--- src/rtl/alu_pkg.sv ---
// Shared definitions for the 4-bit ALU and its command sequencer:
// widths, select encodings and the sequencer state type.
package alu_pkg;

    localparam int DATA_W = 4;
    localparam int SEL_W  = 3;

    localparam logic [SEL_W-1:0] OP_ADD = 3'b000;
    localparam logic [SEL_W-1:0] OP_SUB = 3'b001;
    localparam logic [SEL_W-1:0] OP_AND = 3'b010;
    localparam logic [SEL_W-1:0] OP_OR  = 3'b011;
    localparam logic [SEL_W-1:0] OP_XOR = 3'b100;
    localparam logic [SEL_W-1:0] OP_NOT = 3'b101;
    localparam logic [SEL_W-1:0] OP_SHL = 3'b110;
    localparam logic [SEL_W-1:0] OP_SHR = 3'b111;

    typedef enum logic [1:0] {
        IDLE  = 2'd0,
        DRIVE = 2'd1,
        RESP  = 2'd2
    } state_t;

    // The ALU only produces a meaningful carry for add and subtract.
    function automatic logic op_has_carry(input logic [SEL_W-1:0] op);
        return (op == OP_ADD) || (op == OP_SUB);
    endfunction

endpackage

--- src/rtl/alu_sequencer.sv ---
// Command-side controller for the combinational 4-bit ALU: runs 1..4 passes
// of one operation with the result fed back as operand A, then returns a tagged response.
module alu_sequencer
    import alu_pkg::*;
(
    input  logic              clk,
    input  logic              rst_n,
    input  logic              cmd_valid,
    output logic              cmd_ready,
    input  logic [SEL_W-1:0]  cmd_op,
    input  logic [DATA_W-1:0] cmd_a,
    input  logic [DATA_W-1:0] cmd_b,
    input  logic [1:0]        cmd_cnt,
    input  logic [1:0]        cmd_tag,
    output logic [DATA_W-1:0] alu_a,
    output logic [DATA_W-1:0] alu_b,
    output logic [SEL_W-1:0]  alu_sel,
    input  logic [DATA_W-1:0] alu_out,
    input  logic              alu_carry,
    output logic              rsp_valid,
    input  logic              rsp_ready,
    output logic [DATA_W-1:0] rsp_data,
    output logic              rsp_carry,
    output logic              rsp_zero,
    output logic [1:0]        rsp_tag,
    output logic [7:0]        done_cnt
);

    state_t            state_q,    state_d;
    logic [7:0]        done_cnt_q, done_cnt_d;
    logic [SEL_W-1:0]  op_q,       op_d;
    logic [DATA_W-1:0] acc_q,      acc_d;
    logic [DATA_W-1:0] b_q,        b_d;
    logic [1:0]        tag_q,      tag_d;
    logic [1:0]        rem_q,      rem_d;
    logic              carry_q,    carry_d;
    logic              ready_int;

    always_comb begin
        state_d    = state_q;
        done_cnt_d = done_cnt_q;
        op_d       = op_q;
        acc_d      = acc_q;
        b_d        = b_q;
        tag_d      = tag_q;
        rem_d      = rem_q;
        carry_d    = carry_q;
        ready_int  = 1'b0;
        alu_a      = '0;
        alu_b      = '0;
        alu_sel    = '0;
        rsp_valid  = 1'b0;
        rsp_data   = '0;
        rsp_carry  = 1'b0;
        rsp_zero   = 1'b0;
        rsp_tag    = '0;

        case (state_q)
            IDLE: begin
                ready_int = 1'b1;
                if (cmd_valid) begin
                    op_d    = cmd_op;
                    acc_d   = cmd_a;
                    b_d     = cmd_b;
                    tag_d   = cmd_tag;
                    rem_d   = cmd_cnt;
                    state_d = DRIVE;
                end
            end
            DRIVE: begin
                alu_a   = acc_q;
                alu_b   = b_q;
                alu_sel = op_q;
                acc_d   = alu_out;
                // Carry is stale for logic/shift ops, so only the last arithmetic pass counts.
                carry_d = op_has_carry(op_q) ? alu_carry : 1'b0;
                if (rem_q == 2'd0) begin
                    state_d = RESP;
                end else begin
                    rem_d = rem_q - 2'd1;
                end
            end
            RESP: begin
                rsp_valid = 1'b1;
                rsp_data  = acc_q;
                rsp_carry = carry_q;
                rsp_zero  = (acc_q == '0);
                rsp_tag   = tag_q;
                if (rsp_ready) begin
                    done_cnt_d = done_cnt_q + 8'd1;
                    state_d    = IDLE;
                end
            end
            default: state_d = IDLE;
        endcase
    end

    // Held low while reset is asserted even though the state only clears on the edge.
    assign cmd_ready = ready_int & rst_n;
    assign done_cnt  = done_cnt_q;

    always_ff @(posedge clk) begin
        if (!rst_n) begin
            state_q    <= IDLE;
            done_cnt_q <= '0;
        end else begin
            state_q    <= state_d;
            done_cnt_q <= done_cnt_d;
        end
    end

    // Datapath registers need no reset: every output that shows them is gated by state.
    always_ff @(posedge clk) begin
        op_q    <= op_d;
        acc_q   <= acc_d;
        b_q     <= b_d;
        tag_q   <= tag_d;
        rem_q   <= rem_d;
        carry_q <= carry_d;
    end

endmodule

--- config.mk ---
export PLATFORM = sky130hd
export DESIGN_NAME = alu_sequencer
export DESIGN_NICKNAME = d
export VERILOG_FILES = /design/src/rtl/alu_pkg.sv /design/src/rtl/alu_sequencer.sv
export SDC_FILE = /design/constraint.sdc
export NUM_CORES = 1
export LEC_CHECK = 0
export ABC_CLOCK_PERIOD_IN_PS = 3300
export BUFFER_PORTS_ARGS = -buffer_cell sky130_fd_sc_hd__buf_4
export CORE_ASPECT_RATIO = 0.6
export CORE_MARGIN = 5
export CORE_UTILIZATION = 45
export DETAILED_ROUTE_END_ITERATION = 7
export PLACE_DENSITY = 0.76
export SYNTH_ARGS = -nofsm -noshare
export SYNTH_HDL_FRONTEND = slang
export SYNTH_SLANG_ARGS = --single-unit
--- constraint.sdc ---
create_clock -name clk -period 3.3 [get_ports clk]
set_input_delay 0.33 -clock clk [delete_from_list [all_inputs] [get_ports clk]]
set_output_delay 0.33 -clock clk [all_outputs]
set_load 0.005 [all_outputs]
==> metrics.txt <==
prevailing post-synth register cell edfxtp_1; total core area 2540 sq um; # setup viols final 0; most frequent cell after synthesis nand2_1; Max-cap violations 0; first-pass iteration count of the detailed router 4; outcome complete, no violations; Clock Pin Slew Worst Setup and Hold Paths 0.09 ns; CP arrival 1.76 ns; H-tree depth 1; die width 77.2 microns; dpl ws 1.54 ns; vias in the first global route 979; CTS resizes 0; vias per inst 4.85; initial antenna violation count 0; Via Count 985; Fin. Hold Viols 0; largest net degree at the start of global routing 18; die area 3880 sq um; top post-synthesis cells by area edfxtp_1 39%, dfxtp_1 16%, and2_1 10%; RSZ-0062 raised after global routing false; Buffers on Ports 52; PnR Total Power 676 uW; initial core utilization 47.9%; gr usage total 15.1%; hold depth 1; Finished Layout Cells 203; TritonCTS Sinks 26; Tmin final 2.09 ns; Worst Path Max Fanout 17; cell taking the most area after synthesis edfxtp_1; gr ovfl total 0; asr flop ratio synth 0%; Tightest Pin Transition 0.670 ns; Filler Cells Inserted 220; yosys warns 0; worst min-delay path category primary input to register; worst-case reg-to-reg path depth 4; global-route wire length before repair 4750 microns; register area share after synthesis 55.9%; Clock Latency Late Sink 0.26 ns; initial drt markers 60; worst r2r src state_q[1]; Final Max Tran Viols 0; CP endpoint kind output port; EDFF count, synth 16; post-synthesis register bit count 26; I/O pin count 53; Critical R2R Capture acc_q[1]; Post-Syn Nets 145; Final Skew 0.00213 ns; beginning of the worst hold path cmd_b[2]; share of the synthesized area in the top cell type 39.5%; Pwr per Cell Area 403 nW/um^2; worst vdd ir 0.226 mV; Mean Syn Cell Area 10.2 sq um; synth unique cells 29; final worst slack 1.21 ns; fmax 478 MHz; Antenna Cells 0; post-detailed-route count of antenna-violating nets 0; crit share post-route 63.4%; reg-to-reg slack, setup 1.74 ns; dpl cells 199; critical path class register to output port; leakage 0.000763 uW; DRC violations left 0; CTS tree built; post-cts hold buffer count 0; nets 198; clk buf depth 2; Area Growth Syn to Fin 37.7%; Mapped Area 1220 sq um; CP Launch Type register; Critical Path RT 2.97 ns; final WL 2800 microns; Max-slew headroom 55.2%; # rows 14; GPL Wtd Cong 0.802; Gate Count Post-Synth 119; routed len/inst 13.8 microns; total negative slack 0 ns; die height 50.3 microns; number of buffers created by CTS 3; Root Driver clkbuf_8; Hold Path End b_q[2]; layout cells sized above 1 32.7%; Post-CTS Setup Inserts 0; Synth top cells by count 21 x nand2_1, 20 x and2_1, 16 x edfxtp_1
[how the worst max path moves through the flow]
stage                     from       end  slack [ns]  cells after the start
finish              state_q[1]  alu_b[2]        1.21                      4
global route        state_q[1]  rsp_zero        1.04                      4
CTS                 state_q[1]  alu_b[2]        1.23                      4
detailed placement  state_q[1]  alu_b[2]        1.54                      4
global placement    state_q[1]  alu_b[2]        1.62                      4
floorplan           state_q[1]  alu_a[0]        1.93                      4
[flip-flops by register name, indices dropped and copies added, names as in the netlist]
| name | flops |
|---|---|
| acc_q | 4 |
| b_q | 4 |
| carry_q | 1 |
| done_cnt | 8 |
| op_q | 3 |
| rem_q | 2 |
| state_q | 2 |
| tag_q | 2 |
[power by group]
| group | internal, uW | switching [uW] |
|---|---|---|
| Combinational | 56.9 | 52.1 |
| Sequential | 375 | 12.0 |
| Clock | 86.3 | 94.3 |
| Total | 518 | 158 |
[per-layer routing]
layer  vias to the layer above  wire, microns  track usage, %
met5                         -              0               0
met4                         0              8            2.57
met3                         2            195            5.36
met2                        27           1370            25.6
met1                       449           1230            19.1
li1                        507              -               -
[cell usage in the layout (no fill, tap or decap), drive strengths merged]
cell type and n:
nand4b 1, a22oi 1, a21boi 4, nor3b 1, clkbuf 4, o41ai 1, nand2b 4, dfxtp 10
mux2i 2, o21ai 5, or4 1, xnor2 2, nor3 1, nand4 1, and2 20, o311ai 1
nor2 4, or3 2, nand2 21, inv 8, nor2b 2, nand3 2, edfxtp 16, o31ai 1
nand3b 1, buf 52, ha 2, nor4 1
[worst max-delay path: stages (launching register included)]
cell and delay (ns):
dfxtp_1 0.45, nand2b_1 0.35, inv_1 0.30, and2_1 0.25
buf_4 0.13
[cell type report]
class | instances | area (sq um) | share of cell area [%]
repair buffers | 52 | 390 | 23.3
clock buffers | 4 | 45.0 | 2.69
well taps | 32 | 40.0 | 2.39
flip-flops and latches | 26 | 681 | 40.6
multi-input cells | 81 | 490 | 29.3
inverters | 8 | 30.0 | 1.79
[logic make-up after synthesis]
family	share of synthesized area, %
multiplexers	1.64
adder cells (fa/ha/maj)	2.06
AO/OA/AOI/OAI	7.19
XOR/XNOR	1.44
AND/OR/NAND/NOR	28.0
buffers and inverters	3.80
flip-flops	55.9
[metrics by stage]
| stage | hold slack [ns] | area (sq um) | util [%] |
|---|---|---|---|
| after floorplan | 0.429 | 1220 | - |
| after global placement | 0.457 | 1630 | 64.2 |
| after detailed placement | 0.478 | 1630 | 64.2 |
| after CTS | 0.228 | 1680 | 66.0 |
| after global routing | 0.216 | 1680 | 66.0 |
| final | 0.234 | 1680 | 66.0 |
(Power assumes the default switching activity.)
